File: config.mk
export PLATFORM = sky130hd
export DESIGN_NAME = uart_receiver
export DESIGN_NICKNAME = d
export VERILOG_FILES = /design/src/rtl/uart_receiver.sv
export SDC_FILE = /design/constraint.sdc
export NUM_CORES = 1
export LEC_CHECK = 0
export CORE_ASPECT_RATIO = 1.25
export CORE_MARGIN = 2
export CORE_UTILIZATION = 45
export DETAILED_ROUTE_END_ITERATION = 8
export GPL_TIMING_DRIVEN = 0
export PLACE_DENSITY = 0.76
export SYNTH_ARGS = -nofsm -noshare
export SYNTH_HDL_FRONTEND = slang
export SYNTH_SLANG_ARGS = --single-unit
File: constraint.sdc
create_clock -name clk -period 2.85 [get_ports clk]
set_input_delay 0.57 -clock clk [delete_from_list [all_inputs] [get_ports clk]]
set_output_delay 0.57 -clock clk [all_outputs]
set_load 0.02 [all_outputs]
File: src/rtl/uart_receiver.sv
// Parametrised UART receiver: 2-flop synchroniser, mid-bit sampling FSM with
// false-start rejection, parity/stop checks and a receive FIFO with sticky overrun.
module uart_receiver #(
    parameter int DATA_BITS  = 8,
    parameter int OVERSAMPLE = 8,
    parameter int PARITY     = 0,
    parameter int FIFO_DEPTH = 4
) (
    input  logic                          clk,
    input  logic                          rst,
    input  logic                          rx_data,
    input  logic                          rhr_read,
    input  logic                          clr_status,
    output logic                          rx_status,
    output logic [DATA_BITS-1:0]          RHR,
    output logic                          rhr_valid,
    output logic                          parity_err,
    output logic                          frame_err,
    output logic                          overrun,
    output logic [$clog2(FIFO_DEPTH):0]   fifo_count
);

    localparam int CW   = $clog2(OVERSAMPLE);
    localparam int BW   = $clog2(DATA_BITS);
    localparam int AW   = $clog2(FIFO_DEPTH);
    localparam int NW   = AW + 1;
    localparam int EW   = DATA_BITS + 2;
    localparam logic [CW-1:0] HALF  = CW'(OVERSAMPLE / 2 - 1);
    localparam logic [CW-1:0] LAST  = CW'(OVERSAMPLE - 1);
    localparam logic [BW-1:0] BLAST = BW'(DATA_BITS - 1);
    localparam logic          ODD   = (PARITY == 1);

    typedef enum logic [2:0] {IDLE, START, DATA, PAR, STOP} state_t;

    logic                 sync_r, rxs_r, rxs_d_r;
    state_t               state_r, state_nx;
    logic [CW-1:0]        cnt_r, cnt_nx;
    logic [BW-1:0]        bits_r, bits_nx;
    logic [DATA_BITS-1:0] shift_r, shift_nx;
    logic                 perr_r, perr_nx;
    logic                 push_s, ferr_s;
    logic [EW-1:0]        mem_r [FIFO_DEPTH];
    logic [AW-1:0]        wr_ptr_r, rd_ptr_r;
    logic [NW-1:0]        count_r;
    logic                 overrun_r;
    logic                 empty_s, full_s, pop_s, wr_s, drop_s;
    logic [EW-1:0]        head_s;

    // Synchroniser plus one delayed copy for start-edge detection
    always_ff @(posedge clk or posedge rst) begin
        if (rst) begin
            sync_r  <= 1'b1;
            rxs_r   <= 1'b1;
            rxs_d_r <= 1'b1;
        end else begin
            sync_r  <= rx_data;
            rxs_r   <= sync_r;
            rxs_d_r <= rxs_r;
        end
    end

    // Receive FSM state and datapath registers
    always_ff @(posedge clk or posedge rst) begin
        if (rst) begin
            state_r <= IDLE;
            cnt_r   <= {CW{1'b0}};
            bits_r  <= {BW{1'b0}};
            shift_r <= {DATA_BITS{1'b0}};
            perr_r  <= 1'b0;
        end else begin
            state_r <= state_nx;
            cnt_r   <= cnt_nx;
            bits_r  <= bits_nx;
            shift_r <= shift_nx;
            perr_r  <= perr_nx;
        end
    end

    // Next-state logic; every sample point is at counter terminal value
    always_comb begin
        state_nx = state_r;
        cnt_nx   = cnt_r + CW'(1);
        bits_nx  = bits_r;
        shift_nx = shift_r;
        perr_nx  = perr_r;
        push_s   = 1'b0;
        ferr_s   = 1'b0;
        case (state_r)
            IDLE: begin
                cnt_nx = {CW{1'b0}};
                if (rxs_d_r && !rxs_r) begin
                    state_nx = START;
                    bits_nx  = {BW{1'b0}};
                    perr_nx  = 1'b0;
                end else begin
                    state_nx = IDLE;
                end
            end
            START: begin
                if (cnt_r == HALF) begin
                    cnt_nx   = {CW{1'b0}};
                    state_nx = rxs_r ? IDLE : DATA;
                end else begin
                    state_nx = START;
                end
            end
            DATA: begin
                if (cnt_r == LAST) begin
                    cnt_nx   = {CW{1'b0}};
                    shift_nx = {rxs_r, shift_r[DATA_BITS-1:1]};
                    if (bits_r == BLAST) begin
                        bits_nx  = {BW{1'b0}};
                        state_nx = (PARITY != 0) ? PAR : STOP;
                    end else begin
                        bits_nx  = bits_r + BW'(1);
                    end
                end else begin
                    state_nx = DATA;
                end
            end
            PAR: begin
                if (cnt_r == LAST) begin
                    cnt_nx   = {CW{1'b0}};
                    perr_nx  = ((^shift_r) ^ rxs_r) != ODD;
                    state_nx = STOP;
                end else begin
                    state_nx = PAR;
                end
            end
            STOP: begin
                if (cnt_r == LAST) begin
                    cnt_nx   = {CW{1'b0}};
                    push_s   = 1'b1;
                    ferr_s   = !rxs_r;
                    state_nx = IDLE;
                end else begin
                    state_nx = STOP;
                end
            end
            default: begin
                cnt_nx   = {CW{1'b0}};
                state_nx = IDLE;
            end
        endcase
    end

    assign empty_s = (count_r == {NW{1'b0}});
    assign full_s  = (count_r == NW'(FIFO_DEPTH));
    assign pop_s   = rhr_read && !empty_s;
    // A pop on the same edge frees the slot the push needs
    assign wr_s    = push_s && (!full_s || pop_s);
    assign drop_s  = push_s && full_s && !pop_s;

    // FIFO storage; contents are only observable through the masked head
    always_ff @(posedge clk) begin
        if (wr_s) begin
            mem_r[wr_ptr_r] <= {shift_r, perr_r, ferr_s};
        end
    end

    // FIFO pointers, occupancy and sticky overrun
    always_ff @(posedge clk or posedge rst) begin
        if (rst) begin
            wr_ptr_r  <= {AW{1'b0}};
            rd_ptr_r  <= {AW{1'b0}};
            count_r   <= {NW{1'b0}};
            overrun_r <= 1'b0;
        end else begin
            if (wr_s) wr_ptr_r <= wr_ptr_r + AW'(1);
            if (pop_s) rd_ptr_r <= rd_ptr_r + AW'(1);
            case ({wr_s, pop_s})
                2'b10:   count_r <= count_r + NW'(1);
                2'b01:   count_r <= count_r - NW'(1);
                default: count_r <= count_r;
            endcase
            if (drop_s) overrun_r <= 1'b1;
            else if (clr_status) overrun_r <= 1'b0;
        end
    end

    assign head_s     = empty_s ? {EW{1'b0}} : mem_r[rd_ptr_r];
    assign RHR        = head_s[EW-1:2];
    assign parity_err = head_s[1];
    assign frame_err  = head_s[0];
    assign rhr_valid  = !empty_s;
    assign overrun    = overrun_r;
    assign fifo_count = count_r;
    assign rx_status  = (state_r != IDLE);

endmodule
# Yosys cells after proc, flatten, opt, wreduce, memory -nomap -nowiden

Memories as Yosys holds them, arrays and structs flattened.
Cells that the tools add are included.

Flip-flop bits (word level): 29
RAM bits: 40
Bits of input ports: 5
Output and inout bits: 16
Logic and storage cells: 84
Memories kept: 1

Memories:

| name  | depth | bits a word | read ports | clocked after memory_dff | write ports | line | source |
|---|---|---|---|---|---|---|---|
| mem_r | 4     | 10          | 1          | 0                        | 1           | 42   | `logic [EW-1:0] mem_r [FIFO_DEPTH];` |

Add/subtract/negate cells: 6
Eq/ne operators: 14
Muxes and demuxes: 28
Bitwise logic cells: 1
Reduce and logical (&&, ||, !) cells: 22

Operator list:

| kind                                                 | number |
|---|---|
| 2-to-1 mux 3 bit                                     | 9 |
| case mux 3 bit (2 select lines)                      | 3 |
| case mux 3 bit (5 select lines)                      | 1 |
| equality test 3 bit (second input constant)          | 4 |
| 2-to-1 mux 1 bit                                     | 11 |
| 2-to-1 mux 10 bit                                    | 1 |
| adder 3 x 1 -> 3 bit (second input constant)         | 3 |
| equality test 3 x 2 -> 1 bit (second input constant) | 3 |
| nonzero test 2 bit                                   | 4 |
| parity 8 bit                                         | 1 |
| logical NOT 3 bit                                    | 2 |
| inequality test 2 bit (second input constant)        | 3 |
| AND reduction 3 bit                                  | 2 |
| logical AND 1 bit                                    | 5 |
| adder 2 x 1 -> 2 bit (second input constant)         | 2 |
| logical NOT 1 bit                                    | 4 |
| 2-to-1 mux 2 bit                                     | 2 |
| equality test 3 x 1 -> 1 bit (second input constant) | 1 |
| inequality test 3 bit (second input constant)        | 1 |
| nonzero test 3 bit                                   | 1 |
| OR reduction 3 bit                                   | 1 |
| subtractor 3 x 1 -> 3 bit (second input constant)    | 1 |
| equality test 2 x 1 -> 1 bit (second input constant) | 1 |
| equality test 2 bit (second input constant)          | 1 |
| 4 further kinds                                      | 4 |

# Logic depth before layout (Yosys ltp)

Gate-level depths: netlist of run 1.

Depth in word-level cells: 7
Gate-level depth with buffers: 9
Mapped depth without buffers: 8

# Least setup slack after synthesis of run 1

No wires, ideal clock.

Path type: register to register
From: reg cnt_r[0]
To: reg count_r[2], in the netlist fifo_count[2]
Setup time: 126 ps
Arrival time: 2,509 ps
Data required time: 2,724 ps
Path slack: 215 ps
Cell stages (with the launch flop): 9
Buffers on the path: 1
Period minus slack after synthesis: 2,635 ps
Path through: dfrtp_1 -> ha_1 -> ha_1 -> nand4bb_1 -> clkbuf_1 -> nand3_1 -> fa_1 -> or3_1 -> a311o_1

Word-level cells in the longest chain between the ends: 6
Elaborated cells between the ends (all ways): 8
Classes of those cells: eq/ne: 3; mux: 3; reduce/logical: 2

Ends and longest elaborated chain:

| element                                                                      | line | source |
|---|---|---|
| from (decl)                                                                  | 37   | `logic [CW-1:0] cnt_r, cnt_nx;` |
| from (signal assigned)                                                       | 66   | `cnt_r <= {CW{1'b0}};` |
| from (signal assigned)                                                       | 72   | `cnt_r <= cnt_nx;` |
| equality test 3 bit (*)                                                      | 131  | `if (cnt_r == LAST) begin` |
| 2-to-1 mux 1 bit (*)                                                         | 131  |  |
| 2-to-1 mux 1 bit (*)                                                         | 88   | `case (state_r)` |
| logical AND 1 bit (*)                                                        | 151  | `assign wr_s = push_s && (!full_s \|\| pop_s);` |
| equality test 2 x 1 -> 1 bit / equality test 2 bit (equally long branches)   | 171  | `case ({wr_s, pop_s})` |
| case mux 3 bit (2 select lines) / nonzero test 2 bit (equally long branches) | -    |  |
| to (signal assigned)                                                         | 172  | `2'b10: count_r <= count_r + NW'(1);` |
| to (signal assigned)                                                         | 173  | `2'b01: count_r <= count_r - NW'(1);` |
| to (signal assigned)                                                         | 174  | `default: count_r <= count_r;` |
| to (decl)                                                                    | 44   | `logic [NW-1:0] count_r;` |

Every way passes the cells marked *; elsewhere a longest branch is shown, timed or not.
A chain may end at the register's enable or synchronous reset.

# Worst setup path after layout of run 1

From: reg rd_ptr_r[0]
To: out RHR[2]

Word-level cells in the longest chain between the ends: 2

Ends and longest elaborated chain:

| element                  | line | source |
|---|---|---|
| from (decl)              | 43   | `logic [AW-1:0] wr_ptr_r, rd_ptr_r;` |
| from (signal assigned)   | 165  | `rd_ptr_r <= {AW{1'b0}};` |
| from (signal assigned)   | 170  | `if (pop_s) rd_ptr_r <= rd_ptr_r + AW'(1);` |
| memory read (4 x 10 bit) | -    |  |
| 2-to-1 mux 10 bit        | 181  | `assign head_s = empty_s ? {EW{1'b0}} : mem_r[rd_ptr_r];` |
| to (decl)                | 15   | `output logic [DATA_BITS-1:0] RHR,` |

Every way passes these cells.

==> flow_metrics.tcl, run 1 <==
set metrics [dict create \
    first_iter_violations 92 \
    avgRoutedWirePerCell_um 15.1 \
    cp-end-kind "primary output" \
    cp_max_fo 10 \
    core_area_um2 6610 \
    ir_drop_uv 498 \
    path_class "flip-flop to primary output" \
    hold_depth 0 \
    fmax_mhz 361 \
    chipHeight_um 96.7 \
    insertion_delay_ps 340 \
    synth_seq_cells 69 \
    place_area_um2 3390 \
    routed_wl_mm 4.87 \
    syn-num-nets 217 \
    yosys-top-cells-count "edfxtp_1 (40), dfrtp_1 (26), and2_1 (14)" \
    synthesis.area_um2 3090 \
    die_width_um 78.2 \
    cp_data_required_time_ps 2280 \
    nets 246 \
    leakage_nw 1.39 \
    gp_congestion 0.773 \
    utilization_pct 54.6 \
    slew_viol_final 0 \
    synth_enable_flop_cells 40 \
    grt_pass1_wl_mm 8.27 \
    reg2reg_depth 8 \
    dp_hpwl_mm 3.30 \
    drc_errors 0 \
    synthCells 201 \
    vias 1686 \
    final_antenna_net_count 0 \
    cap_violations 0 \
    dieArea_um2 7560 \
    yosys.cell_count.top_type "edfxtp_1" \
    antenna_cells 0 \
    yosysSeqAreaShare_pct 62.4 \
    synth_top_area_share_pct 38.8 \
    start_util_pct 46.8 \
    io_pins 21 \
    root_buffer "clkbuf_8" \
    syn_to_final_growth_pct 16.6 \
    rsz0062_at_grt "no" \
    dpl_worst_slack_ps -26.0 \
    clkTransAtPathRegs_ps 70 \
    design_area_um2 3610 \
    drive_gt1_share_pct 21.3 \
    finalSetupViolations 0 \
    worst_pin_slew_ps 1120 \
    rows 33 \
    async_flop_share_pct 42.0 \
    start_kind "flip-flop" \
    grt_pass1_vias 1748 \
    ys_warn_count 0 \
    status "finished clean" \
    io_buffer_count 19 \
    fin_crit_ps 2770 \
    cts_made_buffers 9 \
    h-tree-depth 3 \
    finalWorstSetupSlack_ps 80.7 \
    powerDensity_nw_per_um2 881 \
    period_share_pct 97.2 \
    placed_cells 307 \
    drtPass1Iterations 4 \
    vias_per_cell 5.24 \
    skew_ps 8.14 \
    cts_sinks 69 \
    avgSynthCellArea_um2 15.4 \
    global_route.usage.total_pct 14.3 \
    grt_max_degree 30 \
    overflow 0 \
    relSlewSlack_pct 25.4 \
    synthTopCellsByArea "edfxtp_1 (39%), dfrtp_1 (21%), mux4_2 (7.3%)" \
    synth_ff_type "edfxtp_1" \
    cp.arrival_ps 2200 \
    hp-class "flip-flop to flip-flop" \
    final_cells 322 \
    cts_hold_buf 0 \
    yosys.area.top_type "edfxtp_1" \
    cts_tree "done" \
    antenna_found_initial 0 \
    postCtsSetupBuffers 0 \
    hold_viol 0 \
    synth_cell_types 45 \
    ctsLongestPathBuffers 2 \
]
-- worst paths after layout --
check | startpoint | to | slack (ps)
max | rd_ptr_r[0]$_DFFE_PP0P_ | RHR[2] | 80
min | sync_r$_DFF_PP1_ | rxs_r$_DFF_PP1_ | 360
max reg2reg | cnt_r[0]$_DFF_PP0_ | fifo_count[2]$_DFFE_PP0P_ | 160
min reg2reg | sync_r$_DFF_PP1_ | rxs_r$_DFF_PP1_ | 360
max in group asynchronous | rst | perr_r$_DFFE_PP0P_ | 1350
min in group asynchronous | rst | shift_r[3]$_DFFE_PP0P_ | 820
-- kinds of logic (layout without fill, tap and decap cells) --
logic type / Yosys count / after routing / synth area share (%)
flops: 69 / 69 / 62.4
simple gates: 49 / 49 / 9.39
mux: 22 / 22 / 11.9
compound gates: 20 / 20 / 4.77
buf+inv: 18 / 52 / 3.03
xor+xnor: 12 / 12 / 3.84
fa+ha+maj: 11 / 11 / 4.69
-- stage by stage --
step / TNS, ps / total power [mW] / hold WS (ps)
after CTS: 0 / 3.22 / 359
final: 0 / 3.18 / 357
after floorplan: 0 / 2.00 / 345
after global placement: 0 / 2.35 / 346
after detailed placement: -26.0 / 2.38 / 349
after global routing: 0 / 3.36 / 365
-- worst max-delay path, cell delays in order, from the launching register on --
cell             delay [ps]
dfrtp_1                 430
buf_6                   210
mux4_2                  510
and2_1                  170
clkdlybuf4s50_1         530
-- per-layer routing --
layer / wire (µm) / part of all wire [%] / track usage [%]
met3: 161 / 3.3 / 3.36
met5: 0 / 0 / 0
met1: 2080 / 43 / 17.5
met4: 111 / 2.3 / 7.29
met2: 2520 / 52 / 23.6
-- layout by cell type, fill, tap and decap left out, types with 3 or more instances in the layout --
cell	netlist	final
clkbuf_8	1	10
mux4_2	10	10
mux2_2	9	9
nor2_1	7	7
a21oi_1	3	3
o21ai_0	4	4
ha_1	10	10
dfstp_2	3	3
clkdlybuf4s50_1	0	17
nand3_1	5	5
and2_1	14	14
o22ai_1	4	4
clkbuf_1	4	5
nand2_1	8	8
dfrtp_1	26	26
edfxtp_1	40	40
xnor2_1	9	9
inv_1	10	10
buf_6	2	3
-- state kept, by name (all words and copies together) (netlist names), 2 cells and up --
register	flops
mem_r	40
shift_r	8
bits_r	3
cnt_r	3
fifo_count	3
state_r	3
rd_ptr_r	2
wr_ptr_r	2
-- report_power, final --
group | internal [mW] | switching [mW]
logic | 0.572 | 0.530
clock network | 0.493 | 0.335
registers | 1.15 | 0.0990
-- final cells by class --
| type | count | area (µm²) |
|---|---|---|
| Timing Repair Buffer | 19 | 195 |
| Sequential cell | 69 | 1930 |
| Multi-Input combinational cell | 114 | 1070 |
| Inverter | 10 | 37.5 |
| Tap cell | 87 | 109 |
| Buffer | 7 | 61.3 |
| Clock inverter | 3 | 65.1 |
| Fill cell | 549 | 3000 |
| Clock buffer | 13 | 139 |
-- timing repair --
| item | in CTS | in global routing |
|---|---|---|
| resized for setup | 4 | 3 |
| endpoints found under the hold margin | 0 | 0 |
| cloned | 0 | 0 |
| setup endpoints to repair | 10 | 3 |
Note: power is estimated with default switching activity, not from simulation.
==> run 2, diff against run 1 <==
- CORE_MARGIN: 2 -> default
==> run 2 against run 1 <==
  * Power fell by 0.64%
  * Clock skew rose by 7.6 ps
  * Sequential power barely moved
  * Flip-flop and latch count did not move
  * Worst setup slack improved by 40 ps
  * Non-clock buffer count rose by 1
  * Die area fell by 4.6%
  * Design area rose by 0.28%
  * Fmax rose by 1.5%
  * Sequential share of layout area fell by 0.11 points
  * Routed wire length rose by 2.2%
  * Largest power group unchanged
==> flow_metrics.tcl, run 2 (synthesis results as in run 1) <==
set metrics [dict create \
    status "finished clean" \
    cts_made_buffers 9 \
    vias_per_cell 5.26 \
    cp_max_fo 10 \
    insertion_delay_ps 340 \
    first_iter_violations 109 \
    fmax_mhz 366 \
    place_area_um2 3390 \
    design_area_um2 3620 \
    final_antenna_net_count 0 \
    grt_max_degree 30 \
    chipHeight_um 94.7 \
    antenna_found_initial 0 \
    worst_pin_slew_ps 1110 \
    overflow 0 \
    rsz0062_at_grt "no" \
    hp-class "flip-flop to flip-flop" \
    final_cell_mix "edfxtp_1 (40), dfrtp_1 (25), clkdlybuf4s50_1 (18)" \
    ctsLongestPathBuffers 2 \
    clkTransAtPathRegs_ps 70 \
    largest_reg_flops 40 \
    hold_depth 0 \
    global_route.usage.total_pct 15.2 \
    dieArea_um2 7210 \
    routed_wl_mm 4.98 \
    leakage_nw 1.38 \
    io_pins 21 \
    relSlewSlack_pct 25.9 \
    finalSetupViolations 0 \
    final_common_cell "edfxtp_1" \
    ir_drop_uv 463 \
    cts_tree "done" \
    largestRegisters "mem_r (40), shift_r (8)" \
    drc_errors 0 \
    cts_hold_buf 0 \
    syn_to_final_growth_pct 16.9 \
    grt_pass1_wl_mm 8.17 \
    hold-worst-slack_ps 359 \
    cap_violations 0 \
    grt_pass1_vias 1661 \
    cp.arrival_ps 2160 \
    hold_viol 0 \
    dpl_worst_slack_ps -59.8 \
    regMostFlops "mem_r" \
    regArea_um2 1930 \
    drtPass1Iterations 4 \
    dp_hpwl_mm 3.24 \
    slew_viol_final 0 \
    drive_gt1_share_pct 25.8 \
    start_kind "flip-flop" \
    rows 33 \
    multi_input_area_um2 1080 \
    powerDensity_nw_per_um2 873 \
    cts_sinks 69 \
    total_power_mw 3.16 \
    fill_cells 573 \
    vias 1700 \
    gp_congestion 0.787 \
    start_util_pct 46.8 \
    h-tree-depth 3 \
    period_share_pct 95.8 \
    core_area_um2 6610 \
    fin_crit_ps 2730 \
    die_width_um 76.2 \
    skew_ps 15.8 \
    antenna_cells 0 \
    path_class "flip-flop to primary output" \
    avgRoutedWirePerCell_um 15.4 \
    utilization_pct 54.7 \
    reg2reg_depth 8 \
    finalWorstSetupSlack_ps 121 \
    root_buffer "clkbuf_8" \
    io_buffer_count 19 \
    cp-end-kind "primary output" \
    nets 247 \
    cp_data_required_time_ps 2280 \
]
[run 2: changes by cell type in the layout (fill, tap and decap cells not counted), moves of 2 or more]
cell,previous run,this run
clkinv_4,0,2
and2_2,0,4
clkbuf_1,5,1
and2_1,14,10
[run 2: repair_timing]
item                       4_1_cts  5_1_grt
resized for setup                5       10
setup endpoints to repair       10       49
buffers inserted                 0        0
[run 2: critical path, cell delays in order, from the launching register on]
cell,delay [ps]
dfrtp_2,410
buf_6,190
mux4_2,520
and2_1,170
clkdlybuf4s50_1,520
[run 2: layout make-up]
cell class	count	share of cell area, %
well taps	87	3.01
multi-input cells	114	29.8
clock buffers	9	3.43
inverters	10	1.04
repair buffers	19	5.33
clock inverters	7	2.04
plain buffers	8	1.90
flip-flops and latches	69	53.4
[run 2: layer usage]
metal	vias up	wire (µm)	global-route usage [%]
li1	807	-	-
met1	861	2130	18.0
met2	23	2640	26.4
met3	9	126	4.06
met4	0	82	6.57
met5	-	0	0
[run 2: metrics by stage]
step	cells	TNS [ps]
6_report	323	0
5_1_grt	323	0
4_1_cts	323	0
3_5_place_dp	307	-59.8
3_3_place_gp	307	0
2_1_floorplan	201	0
[run 2: worst paths after layout]
| path | end | startpoint | slack [ps] |
|---|---|---|---|
| worst min register to register | rxs_r$_DFF_PP1_ | sync_r$_DFF_PP1_ | 360 |
| worst min-delay path | rxs_r$_DFF_PP1_ | sync_r$_DFF_PP1_ | 360 |
| worst max register to register | fifo_count[2]$_DFFE_PP0P_ | cnt_r[0]$_DFF_PP0_ | 140 |
| worst max-delay path | parity_err | rd_ptr_r[0]$_DFFE_PP0P_ | 120 |
| min in group asynchronous | shift_r[5]$_DFFE_PP0P_ | rst | 810 |
| max in group asynchronous | rd_ptr_r[0]$_DFFE_PP0P_ | rst | 1290 |
[run 2: report_power, final]
group          internal (mW)  total, mW  switching (mW)
registers               1.15       1.25           0.103
clock network          0.407      0.781           0.374
logic                  0.586       1.13           0.540
total                   2.14       3.16            1.02
==> run 3, diff against run 2 <==
- CTS_CLUSTER_SIZE: default -> 24
==> results of run 3 <==
No change in the layout: final DEF, timing and power equal those of run 2.
